--- src/rtl/laplacian_kxk.sv ---
// laplacian_kxk: K x K Laplacian edge-response engine. Each accepted window
// yields N*C - S, where S sums either the centre cross or the full
// neighbourhood. Results whose magnitude falls below the threshold are
// suppressed. The whole pipeline freezes while the output event is
// back-pressured, and saturating counters track emitted and suppressed events.
module laplacian_kxk #(
  parameter  int K          = 5,
  parameter  int DATA_WIDTH = 4,
  localparam int OUT_WIDTH  = DATA_WIDTH + $clog2(K*K) + 1
) (
  input  logic                      clk,
  input  logic                      rst_n,
  input  logic [K*K*DATA_WIDTH-1:0] in_window_value,
  input  logic [15:0]               in_window_addr,
  input  logic                      in_window_valid,
  output logic                      window_req,
  input  logic                      cfg_mode,
  input  logic [OUT_WIDTH-2:0]      cfg_threshold,
  output logic [OUT_WIDTH-1:0]      out_event_value,
  output logic [15:0]               out_event_addr,
  output logic                      out_event_valid,
  input  logic                      ready_for_new_event,
  output logic [15:0]               stat_emitted,
  output logic [15:0]               stat_dropped
);
  localparam int CTR     = (K - 1) / 2;
  localparam int N_CROSS = 2 * (K - 1);
  localparam int N_FULL  = K * K - 1;

  logic stall;
  logic accept;

  // S1 state: the raw window together with the configuration sampled at acceptance
  logic                      s1_valid_reg;
  logic [K*K*DATA_WIDTH-1:0] s1_window_reg;
  logic [15:0]               s1_addr_reg;
  logic                      s1_mode_reg;
  logic [OUT_WIDTH-2:0]      s1_thr_reg;

  // S2 state: weighted centre and per-row neighbourhood sums
  logic                      s2_valid_reg;
  logic [OUT_WIDTH-1:0]      s2_cn_reg;
  logic [OUT_WIDTH-1:0]      s2_row_reg [K];
  logic [15:0]               s2_addr_reg;
  logic [OUT_WIDTH-2:0]      s2_thr_reg;

  // S3 state: final result and its suppression decision
  logic                      s3_valid_reg;
  logic                      s3_pass_reg;
  logic [OUT_WIDTH-1:0]      s3_value_reg;
  logic [15:0]               s3_addr_reg;

  // Output event register and statistics counters
  logic                      out_valid_reg;
  logic [OUT_WIDTH-1:0]      out_value_reg;
  logic [15:0]               out_addr_reg;
  logic [15:0]               emitted_reg;
  logic [15:0]               dropped_reg;

  logic [DATA_WIDTH-1:0]     centre;
  logic [OUT_WIDTH-1:0]      cn_next;
  logic [OUT_WIDTH-1:0]      row_sum [K];
  logic [OUT_WIDTH-1:0]      total;
  logic [OUT_WIDTH-1:0]      result;
  logic [OUT_WIDTH-1:0]      magnitude;

  assign stall      = out_valid_reg && !ready_for_new_event;
  assign window_req = !stall && rst_n;
  assign accept     = window_req && in_window_valid;

  // Capture the accepted window; config travels with it so later changes cannot touch it
  always_ff @(posedge clk) begin
    if (!rst_n) begin
      s1_valid_reg  <= 1'b0;
      s1_window_reg <= '0;
      s1_addr_reg   <= '0;
      s1_mode_reg   <= 1'b0;
      s1_thr_reg    <= '0;
    end else if (!stall) begin
      s1_valid_reg <= accept;
      if (accept) begin
        s1_window_reg <= in_window_value;
        s1_addr_reg   <= in_window_addr;
        s1_mode_reg   <= cfg_mode;
        s1_thr_reg    <= cfg_threshold;
      end
    end
  end

  assign centre  = s1_window_reg[(CTR*K+CTR)*DATA_WIDTH +: DATA_WIDTH];
  assign cn_next = OUT_WIDTH'(centre) *
                   (s1_mode_reg ? OUT_WIDTH'(N_FULL) : OUT_WIDTH'(N_CROSS));

  for (genvar gi = 0; gi < K; gi++) begin : g_row
    logic [OUT_WIDTH-1:0] acc;
    // Sum the selected neighbours of this row, never including the centre
    always_comb begin
      acc = '0;
      for (int c = 0; c < K; c++) begin
        if (!(gi == CTR && c == CTR) && (s1_mode_reg || gi == CTR || c == CTR))
          acc = acc + OUT_WIDTH'(s1_window_reg[(gi*K+c)*DATA_WIDTH +: DATA_WIDTH]);
      end
    end
    assign row_sum[gi] = acc;
  end

  // Register the weighted centre and the row partial sums
  always_ff @(posedge clk) begin
    if (!rst_n) begin
      s2_valid_reg <= 1'b0;
      s2_cn_reg    <= '0;
      s2_addr_reg  <= '0;
      s2_thr_reg   <= '0;
      for (int r = 0; r < K; r++) s2_row_reg[r] <= '0;
    end else if (!stall) begin
      s2_valid_reg <= s1_valid_reg;
      s2_cn_reg    <= cn_next;
      s2_addr_reg  <= s1_addr_reg;
      s2_thr_reg   <= s1_thr_reg;
      for (int r = 0; r < K; r++) s2_row_reg[r] <= row_sum[r];
    end
  end

  // Combine row sums, subtract from the weighted centre and take the magnitude
  always_comb begin
    total = '0;
    for (int r = 0; r < K; r++) total = total + s2_row_reg[r];
    result    = s2_cn_reg - total;
    magnitude = result[OUT_WIDTH-1] ? -result : result;
  end

  // Register the result along with whether it clears the threshold
  always_ff @(posedge clk) begin
    if (!rst_n) begin
      s3_valid_reg <= 1'b0;
      s3_pass_reg  <= 1'b0;
      s3_value_reg <= '0;
      s3_addr_reg  <= '0;
    end else if (!stall) begin
      s3_valid_reg <= s2_valid_reg;
      s3_pass_reg  <= magnitude >= {1'b0, s2_thr_reg};
      s3_value_reg <= result;
      s3_addr_reg  <= s2_addr_reg;
    end
  end

  // Load passing events into the output register; suppressed ones leave a bubble
  always_ff @(posedge clk) begin
    if (!rst_n) begin
      out_valid_reg <= 1'b0;
      out_value_reg <= '0;
      out_addr_reg  <= '0;
      emitted_reg   <= '0;
      dropped_reg   <= '0;
    end else if (!stall) begin
      out_valid_reg <= s3_valid_reg && s3_pass_reg;
      if (s3_valid_reg && s3_pass_reg) begin
        out_value_reg <= s3_value_reg;
        out_addr_reg  <= s3_addr_reg;
        if (emitted_reg != 16'hFFFF) emitted_reg <= emitted_reg + 16'd1;
      end
      if (s3_valid_reg && !s3_pass_reg && dropped_reg != 16'hFFFF)
        dropped_reg <= dropped_reg + 16'd1;
    end
  end

  assign out_event_valid = out_valid_reg;
  assign out_event_value = out_value_reg;
  assign out_event_addr  = out_addr_reg;
  assign stat_emitted    = emitted_reg;
  assign stat_dropped    = dropped_reg;

endmodule

--- config.mk ---
export PLATFORM = sky130hd
export DESIGN_NAME = laplacian_kxk
export DESIGN_NICKNAME = d
export VERILOG_FILES = /design/src/rtl/laplacian_kxk.sv
export SDC_FILE = /design/constraint.sdc
export NUM_CORES = 1
export LEC_CHECK = 0
export ABC_AREA = 1
export BUFFER_PORTS_ARGS = -buffer_cell sky130_fd_sc_hd__buf_4
export CAP_MARGIN = 10
export CORE_ASPECT_RATIO = 0.8
export CORE_MARGIN = 2
export CORE_UTILIZATION = 40
export DETAILED_ROUTE_END_ITERATION = 6
export SLEW_MARGIN = 20
export SYNTH_ARGS = -nofsm -noshare
export SYNTH_HDL_FRONTEND = slang
export SYNTH_SLANG_ARGS = --single-unit
--- constraint.sdc ---
create_clock -name clk -period 13.6 [get_ports clk]
set_input_delay 2.72 -clock clk [delete_from_list [all_inputs] [get_ports clk]]
set_output_delay 2.72 -clock clk [all_outputs]
set_load 0.01 [all_outputs]
==> impl_metrics.json, run 1 <==
{
  "outcome": "complete, no violations",
  "cp_data_required_time_ns": 10.88,
  "tightest_slew_ns": 0.926,
  "dp_hpwl_um": 25900,
  "syn-cell-area_mm2": 0.0153,
  "slew_headroom_pct": 38.2,
  "syn2layout_area_growth_pct": 18.8,
  "p_leak_nw": 8.71,
  "ys_seq_area_share_pct": 39.7,
  "grt_pass1_wl_um": 60600,
  "grt_pass1_vias": 12400,
  "vias": 12900,
  "fin_setup_tns_ns": 0,
  "final_common_cell": "nand2_1",
  "min_to": "s1_addr_reg[12]",
  "die-area_mm2": 0.0398,
  "cts_tree": "done",
  "postCtsSetupBuffers": 0,
  "nets": 2436,
  "cts_root_buffer": "clkbuf_16",
  "r2r_slack_ns": 8.38,
  "hold_viol_final": 0,
  "cp-end-kind": "output port",
  "largest_register_ffs": 100,
  "critPathArrivalTime_ns": 4.74,
  "drive_above_1_share_pct": 12.5,
  "powerDensity_mw_per_mm2": 146,
  "drt-vias-per-instance": 4.85,
  "rsz0062_at_grt": "false",
  "clock_path_buffers": 3,
  "crit_path_max_fanout": 89,
  "antenna_found_initial": 0,
  "coreArea_mm2": 0.0380,
  "crit_path_start": "rst_n",
  "critPathLaunchType": "primary input",
  "grt_max_degree": 90,
  "drv_slew": 0,
  "routed_wl_um": 36600,
  "crit_slowest_cell": "nor2_4",
  "synth_largest_area_cell": "dfxtp_1",
  "dr.first_iter.drc_count": 648,
  "ctsHoldBuffers": 0,
  "synth_cell_types": 40,
  "postSynthCellCount": 1997,
  "syn_avg_cell_area_um2": 7.66,
  "cts_resized": 0,
  "cp_cell_sequence": "buf_4 -> inv_1 -> nor2_4 -> buf_4",
  "io_buffers": 189,
  "postRouteAntennaNets": 0,
  "timing.rr.start": "s1_mode_reg",
  "final.period_utilization_pct": 54.8,
  "first_pass_iters": 5,
  "worstSkewPairLatency_ns": 0.52,
  "setup_viol": 0,
  "final_cell_mix": "nand2_1 (433), inv_1 (318), dfxtp_1 (245)",
  "fmax_ghz": 0.134,
  "clock_sinks": 284,
  "crit_path_frequent_cell": "buf_4",
  "hold_path.startpoint": "s1_addr_reg[12]",
  "clk_pin_slew_worst_paths_ns": 0.06,
  "antennaDiodeCount": 0,
  "initial_core_util_pct": 40.3,
  "maxCapViolCount": 0,
  "ys_ff_latch": 284,
  "grt_use_total_pct": 18.5,
  "finalClockSkew_ns": 0.0195,
  "cp_slowest_stage_delay_ns": 0.66,
  "place.gp.congestion": 0.882,
  "criticalPathCategory": "in -> out",
  "synth.area.top_cells": "dfxtp_1 (32%), nand2_1 (11%), ha_1 (8.4%)",
  "cts_buffers": 34,
  "die_y_um": 179,
  "layout_min_cycle_time_ns": 7.46,
  "fillers": 3837,
  "ios": 190,
  "reg2reg_depth": 31,
  "drc": 0,
  "rows": 64,
  "yosys_warnings": 0,
  "yosys.area.top_type_share_pct": 32.2,
  "ir_drop_v": 0.000129,
  "overflow": 0,
  "utilization_pct": 47.9,
  "wire_per_inst_um": 13.7,
  "hold_depth": 2,
  "hp-class": "reg -> reg",
  "die_x_um": 223,
  "htreeDepth": 2,
  "timing.rr.end": "s2_row_reg[0][46]"
}
==> metrics by stage <==
step                hold WS [ns]  instance area (um^2)  instances  power, mW  setup WS, ns
floorplan                  0.423                 15300       2000       1.59          7.61
global placement           0.434                 17100       2611       1.76          5.88
detailed placement         0.440                 17100       2611       1.79          5.85
CTS                        0.453                 18200       2671       2.68          5.82
global route               0.478                 18200       2671       2.86          5.98
finish                     0.453                 18200       2671       2.65          6.14
==> power breakdown <==
part	switching (mW)	leakage, nW	internal, mW
Clock	0.361	0.535	0.522
Sequential	0.0292	2.47	0.914
Combinational	0.490	5.70	0.335
Total	0.880	8.71	1.77
==> cells by family (layout without fill, tap and decap cells) <==
family	Yosys count	after routing	share of synthesized area [%]
AO/OA/AOI/OAI	341	341	11.8
adder cells (fa/ha/maj)	154	154	15.1
other	1	4	0.0245
buffers and inverters	410	586	10.3
XOR/XNOR	40	40	2.29
flip-flops	284	284	39.7
AND/OR/NAND/NOR	767	767	20.8
==> cells in the mapped netlist <==
| master | instances |
|---|---|
| inv_1 | 319 |
| and2_1 | 1 |
| o22ai_1 | 45 |
| nand4_1 | 12 |
| edfxtp_1 | 38 |
| o21ai_1 | 4 |
| or2_2 | 3 |
| nand2_1 | 434 |
| a21o_1 | 1 |
| ha_1 | 103 |
| a22o_1 | 1 |
| o21ai_0 | 131 |
| o21bai_1 | 7 |
| inv_4 | 1 |
| or2_4 | 1 |
| buf_2 | 18 |
| and3_1 | 3 |
| clkinv_1 | 1 |
| a31oi_1 | 7 |
| nor4_1 | 1 |
| dfxtp_1 | 246 |
| buf_6 | 2 |
| xor2_1 | 15 |
| a31o_2 | 1 |
| nor2_2 | 2 |
| a41oi_1 | 1 |
| o21ai_2 | 1 |
| nand3b_1 | 2 |
| a211oi_1 | 1 |
| xnor2_1 | 25 |
| buf_1 | 12 |
| conb_1 | 1 |
| nand2_2 | 2 |
| a21oi_1 | 141 |
| nor2_1 | 124 |
| fa_1 | 51 |
| nand3_1 | 164 |
| nor3_1 | 18 |
| inv_2 | 6 |
| clkbuf_1 | 51 |
==> critical path, delay by kind of cell <==
family | cells | cell delay (ns)
and+or+nand+nor | 1 | 0.66
buffers and inverters | 3 | 1.31
==> final cells by class <==
| class | instances | area [um^2] | share of cell area, % |
|---|---|---|---|
| tap | 495 | 619 | 3.41 |
| multi-input combinational | 1306 | 7680 | 42.3 |
| timing repair buffer | 199 | 1490 | 8.22 |
| clock inverter | 12 | 110 | 0.606 |
| inverter | 327 | 1230 | 6.77 |
| clock buffer | 48 | 975 | 5.36 |
| sequential | 284 | 6070 | 33.4 |
==> metal layers <==
metal	vias to the layer above	GRT usage [%]	share of wire [%]
met1	5923	25.5	50
met2	245	29.9	43
met4	0	5.79	2.6
met5	-	0	0
met3	62	2.84	4.4
li1	6717	-	-
==> worst max-delay path by stage <==
stage	endpoint	slack, ns	cells past startpoint
3_3_place_gp	window_req	5.88	4
2_1_floorplan	window_req	7.61	4
6_report	window_req	6.14	4
5_1_grt	window_req	5.98	4
4_1_cts	window_req	5.82	4
3_5_place_dp	window_req	5.85	4
Note: power is estimated with default switching activity, not from simulation.
==> run 2, diff against run 1 <==
- ABC_AREA: 1 -> 0
- clock period: 13.6 -> 6.2 ns (I/O delays scaled with it)
==> impl_metrics.json, run 2 <==
{
  "postRouteAntennaNets": 0,
  "antenna_found_initial": 0,
  "final_common_cell": "nand2_1",
  "syn_avg_cell_area_um2": 8.46,
  "fmax_ghz": 0.192,
  "power_mw": 5.70,
  "first_pass_iters": 5,
  "overflow": 0,
  "nets": 2270,
  "die_y_um": 180,
  "die-area_mm2": 0.0405,
  "clock_sinks": 284,
  "p_leak_nw": 7.92,
  "layout_min_cycle_time_ns": 5.21,
  "initial_core_util_pct": 40.7,
  "worstSkewPairLatency_ns": 0.59,
  "ys_seq_area_share_pct": 39.0,
  "hold_viol_final": 0,
  "critPathArrivalTime_ns": 5.53,
  "ctsHoldBuffers": 0,
  "maxUsedRoutingLayer": "met4",
  "largest_register_ffs": 100,
  "ys.flop_type": "dfxtp_1",
  "synth_common_cells": "nand2_1 (453), dfxtp_1 (246), o21ai_0 (164)",
  "synthArstFlopShare_pct": 0,
  "coreArea_mm2": 0.0383,
  "cts_resized": 0,
  "utilization_pct": 48.1,
  "place.gp.congestion": 0.859,
  "vias": 12400,
  "yosys.area.top_type_share_pct": 31.6,
  "crit_path_max_fanout": 42,
  "routed_wl_um": 35900,
  "synth_largest_area_cell": "dfxtp_1",
  "grt_pass1_wl_um": 59500,
  "postSynthCellCount": 1841,
  "powerDensity_mw_per_mm2": 309,
  "cts_root_buffer": "clkbuf_16",
  "fillers": 3782,
  "synth_edf_count": 38,
  "drv_slew": 0,
  "seqCellArea_mm2": 0.00607,
  "htreeDepth": 1,
  "wire_per_inst_um": 14.3,
  "multi_input_area_mm2": 0.00876,
  "clk_pin_slew_worst_paths_ns": 0.06,
  "hp-class": "reg -> reg",
  "ir_drop_v": 0.000264,
  "antennaDiodeCount": 0,
  "final_cell_mix": "nand2_1 (453), dfxtp_1 (245), buf_4 (197)",
  "ys_ff_latch": 284,
  "ios": 190,
  "cp_data_required_time_ns": 6.52,
  "rows": 64,
  "synth.most_common_cell": "nand2_1",
  "outcome": "complete, no violations",
  "synth_cell_types": 61,
  "cts_buffers": 31,
  "drc": 0,
  "grt_max_degree": 156,
  "criticalPathCategory": "reg -> reg",
  "wl_met1_um": 18200,
  "setup_viol": 0,
  "clock_path_buffers": 3,
  "syn-cell-area_mm2": 0.0156,
  "synth.area.top_cells": "dfxtp_1 (32%), nand2_1 (11%), ha_1 (8.3%)",
  "fin_setup_tns_ns": 0,
  "tightest_slew_ns": 1.03,
  "critPathLaunchType": "flop",
  "met3_length_um": 1400,
  "grt_pass1_vias": 11900,
  "die_x_um": 225,
  "final.period_utilization_pct": 84.0,
  "wl_met2_um": 15700,
  "postCtsSetupBuffers": 0,
  "cp-end-kind": "flop",
  "rsz0062_at_grt": "false",
  "dr.first_iter.drc_count": 679,
  "grt_use_total_pct": 17.5,
  "drt-vias-per-instance": 4.95,
  "dp_hpwl_um": 25800,
  "cts_tree": "done",
  "syn2layout_area_growth_pct": 18.3,
  "finalClockSkew_ns": 0.0120,
  "maxCapViolCount": 0,
  "io_buffers": 189,
  "slew_headroom_pct": 31.4,
  "drive_above_1_share_pct": 13.2,
  "yosys_warnings": 0
}
-- run 2: cell types whose count changed after synthesis, sizes merged, moves of 28 or more --
cell	delta
and2	+56
inv	-214
nor2	-71
o21ai	+29
a21oi	-83
a21boi	+86
nand3	-138
nor2b	+28
a21o	+34
o22ai	-44
-- run 2: kinds of logic after synthesis --
logic type               after synthesis  synth area share (%)
multiplexers                          12                 0.779
XOR/XNOR                              72                  4.05
flip-flops                           284                  39.0
AO/OA/AOI/OAI                        401                  16.0
buffers and inverters                202                  4.96
other                                  1                0.0241
AND/OR/NAND/NOR                      715                  20.4
adder cells (fa/ha/maj)              154                  14.8
-- run 2: area by class of cell --
| type | count | area share [%] |
|---|---|---|
| clock buffers | 42 | 4.71 |
| clock inverters | 15 | 0.978 |
| inverters | 112 | 2.28 |
| multi-input cells | 1358 | 47.6 |
| flip-flops and latches | 284 | 32.9 |
| well taps | 495 | 3.36 |
| repair buffers | 199 | 8.20 |
-- run 2: path summary, 6_finish.rpt --
check,start,cells past startpoint,endpoint,slack (ns)
max reg2reg,s1_mode_reg,22,s2_row_reg[0][35],0.99
max,s1_mode_reg,22,s2_row_reg[0][35],0.99
min,s1_window_reg[81],2,s1_window_reg[81],0.46
min reg2reg,s1_window_reg[81],2,s1_window_reg[81],0.46
-- run 2: metal layers --
layer | global-route usage (%) | vias to the layer above
met5 | 0 | -
met4 | 3.55 | 0
met3 | 2.76 | 47
met2 | 27.5 | 196
met1 | 25.4 | 5721
li1 | - | 6431
-- run 2: power breakdown --
group,internal (mW),switching (mW)
sequential,2.00,0.0835
clock,1.11,0.785
combinational,0.768,0.956
total,3.88,1.82
-- run 2: metrics by stage --
stage	worst slack, ns	cell area (um^2)	cells	hold slack, ns
6_report	0.992	18400	2505	0.456
5_1_grt	0.579	18400	2505	0.474
4_1_cts	1.04	18400	2505	0.458
3_5_place_dp	1.07	17400	2448	0.447
3_3_place_gp	1.20	17400	2448	0.446
2_1_floorplan	1.05	15600	1844	0.431
-- run 2: critical path, cell delays in order (launching register included) --
cell and delay, ns:
dfxtp_2 0.68, buf_4 0.47, nand2_1 0.17, inv_1 0.09
ha_1 0.23, a21o_1 0.16, a21oi_1 0.16, xnor2_1 0.08
and2_1 0.15, ha_1 0.32, nand2_1 0.05, o21ai_0 0.27
a21oi_1 0.10, ha_1 0.34, xnor2_1 0.14, a21o_1 0.18
ha_1 0.35, nand2_1 0.07, o21ai_0 0.32, nor2_1 0.07
o311a_1 0.14, a221oi_1 0.25, nand3_1 0.11
==> run 3, diff against run 2 <==
- ABC_AREA: 0 -> 1
- clock period: 6.2 -> 5.4 ns (I/O delays scaled with it)
==> impl_metrics.json, run 3 (same netlist as run 1, synthesis figures left out) <==
{
  "outcome": "complete, no violations",
  "p_seq_share_pct": 36.1,
  "dp_hpwl_um": 27000,
  "tightest_slew_ns": 1.05,
  "crit_path_max_fanout": 11,
  "p_clk_share_pct": 32.4,
  "power_switching_share_pct": 33.2,
  "antennaDiodeCount": 0,
  "place.gp.congestion": 0.885,
  "syn2layout_area_growth_pct": 18.8,
  "ctsHoldBuffers": 0,
  "htreeDepth": 1,
  "ir_drop_v": 0.000365,
  "fillers": 3762,
  "cp_slowest_stage_delay_ns": 0.55,
  "r2r_slack_ns": 0.74,
  "layout_min_cycle_time_ns": 4.66,
  "clk_pin_slew_worst_paths_ns": 0.06,
  "grt_max_degree": 104,
  "first_pass_iters": 5,
  "multi_input_area_mm2": 0.00767,
  "dr.first_iter.drc_count": 683,
  "postCtsSetupBuffers": 0,
  "wire_per_inst_um": 13.8,
  "p_leak_nw": 8.70,
  "final.period_utilization_pct": 86.3,
  "crit_slowest_cell": "fa_1",
  "worstSkewPairLatency_ns": 0.59,
  "cts_resized": 0,
  "largest_register_ffs": 100,
  "final_cell_mix": "nand2_1 (433), inv_1 (318), dfxtp_1 (245)",
  "p_int_mw": 4.41,
  "routed_wl_um": 37000,
  "finalClockSkew_ns": 0.0217,
  "rows": 64,
  "power_mw": 6.61,
  "drt-vias-per-instance": 4.86,
  "hold_viol_final": 0,
  "clock_path_buffers": 3,
  "crit_path_frequent_cell": "nand2_1",
  "postRouteAntennaNets": 0,
  "final_common_cell": "nand2_1",
  "drv_slew": 0,
  "cp-end-kind": "flop",
  "cts_buffers": 31,
  "nets": 2440,
  "die-area_mm2": 0.0398,
  "setup_viol": 0,
  "grt_pass1_vias": 12500,
  "rsz0062_at_grt": "false",
  "critPathArrivalTime_ns": 5.19,
  "overflow": 0,
  "powerDensity_mw_per_mm2": 364,
  "clock_sinks": 284,
  "slew_headroom_pct": 29.9,
  "drive_above_1_share_pct": 12.5,
  "fin_setup_tns_ns": 0,
  "cts_root_buffer": "clkbuf_16",
  "drc": 0,
  "cts_tree": "done",
  "ios": 190,
  "seqCellArea_mm2": 0.00607,
  "initial_core_util_pct": 40.3,
  "hp-class": "reg -> reg",
  "power.switching_mw": 2.20,
  "die_y_um": 179,
  "maxCapViolCount": 0,
  "combPwrFrac_pct": 31.5,
  "vias": 13000,
  "antenna_found_initial": 0,
  "cp_data_required_time_ns": 5.93,
  "fmax_ghz": 0.215,
  "die_x_um": 223,
  "criticalPathCategory": "reg -> reg",
  "io_buffers": 189,
  "coreArea_mm2": 0.0380,
  "grt_pass1_wl_um": 61100,
  "critPathLaunchType": "flop",
  "grt_use_total_pct": 18.6
}
## run 3: changes by cell type in the layout (fill, tap and decap cells not counted), moves of 17 or more
cell / before / now
a21boi_0: 85 / 0
a21o_1: 35 / 1
a21oi_1: 57 / 141
and2_1: 57 / 1
inv_1: 112 / 318
nand2_1: 453 / 433
nand2b_1: 20 / 0
nand3_1: 25 / 164
nor2_1: 54 / 123
nor2b_1: 27 / 0
o21a_1: 17 / 0
o21ai_0: 164 / 131
o22ai_1: 1 / 45
xnor2_1: 42 / 25
## run 3: critical path: cells and delay by family (launching register included)
family,cells,cell delay [ns]
adders and majority gates,5,2.17
AOI/OAI and AO/OA,3,0.36
buffers and inverters,5,0.38
and+or+nand+nor,17,1.25
DFF,1,0.42
## run 3: worst paths after layout
| check | start | endpoint | depth (start not counted) |
|---|---|---|---|
| max | s2_row_reg[0][4] | s3_pass_reg | 30 |
| max reg2reg | s2_row_reg[0][4] | s3_pass_reg | 30 |
| min reg2reg | s3_addr_reg[12] | out_event_addr[12] | 2 |
| min | s3_addr_reg[12] | out_event_addr[12] | 2 |
## run 3: cell type report
| type | instances | area share, % |
|---|---|---|
| Tap cell | 495 | 3.41 |
| Clock inverter | 15 | 0.950 |
| Timing Repair Buffer | 206 | 8.51 |
| Inverter | 327 | 6.77 |
| Clock buffer | 42 | 4.72 |
| Multi-Input combinational cell | 1306 | 42.2 |
| Sequential cell | 284 | 33.4 |
## run 3: power by group through the flow
stage / clock network (mW) / registers [mW] / logic (mW)
global route: 2.28 / 2.40 / 2.42
global placement: 0 / 2.43 / 2.02
floorplan: 0 / 2.40 / 1.60
finish: 2.14 / 2.38 / 2.08
CTS: 2.20 / 2.39 / 2.11
detailed placement: 0 / 2.43 / 2.10
## run 3: metrics by stage
stage                     cells  utilization (%)  instance area, um^2  setup slack (ns)  hold WS [ns]
final                      2675             47.9                18200             0.739         0.451
after global routing       2675             47.9                18200             0.227         0.473
after CTS                  2675             47.9                18200             0.511         0.456
after detailed placement   2618             45.1                17100             0.545         0.441
after global placement     2618             45.1                17100             0.642         0.433
after floorplan            2000                -                15300             0.833         0.423
## run 3: layer usage
| layer | wire [um] | GRT usage [%] | vias to the layer above | share of wire (%) |
|---|---|---|---|---|
| li1 | - | - | 6714 | - |
| met1 | 18400 | 25.7 | 5989 | 50 |
| met2 | 16200 | 30.5 | 254 | 44 |
| met3 | 1580 | 2.85 | 53 | 4.3 |
| met4 | 818 | 4.75 | 0 | 2.2 |
| met5 | 0 | 0 | - | 0 |
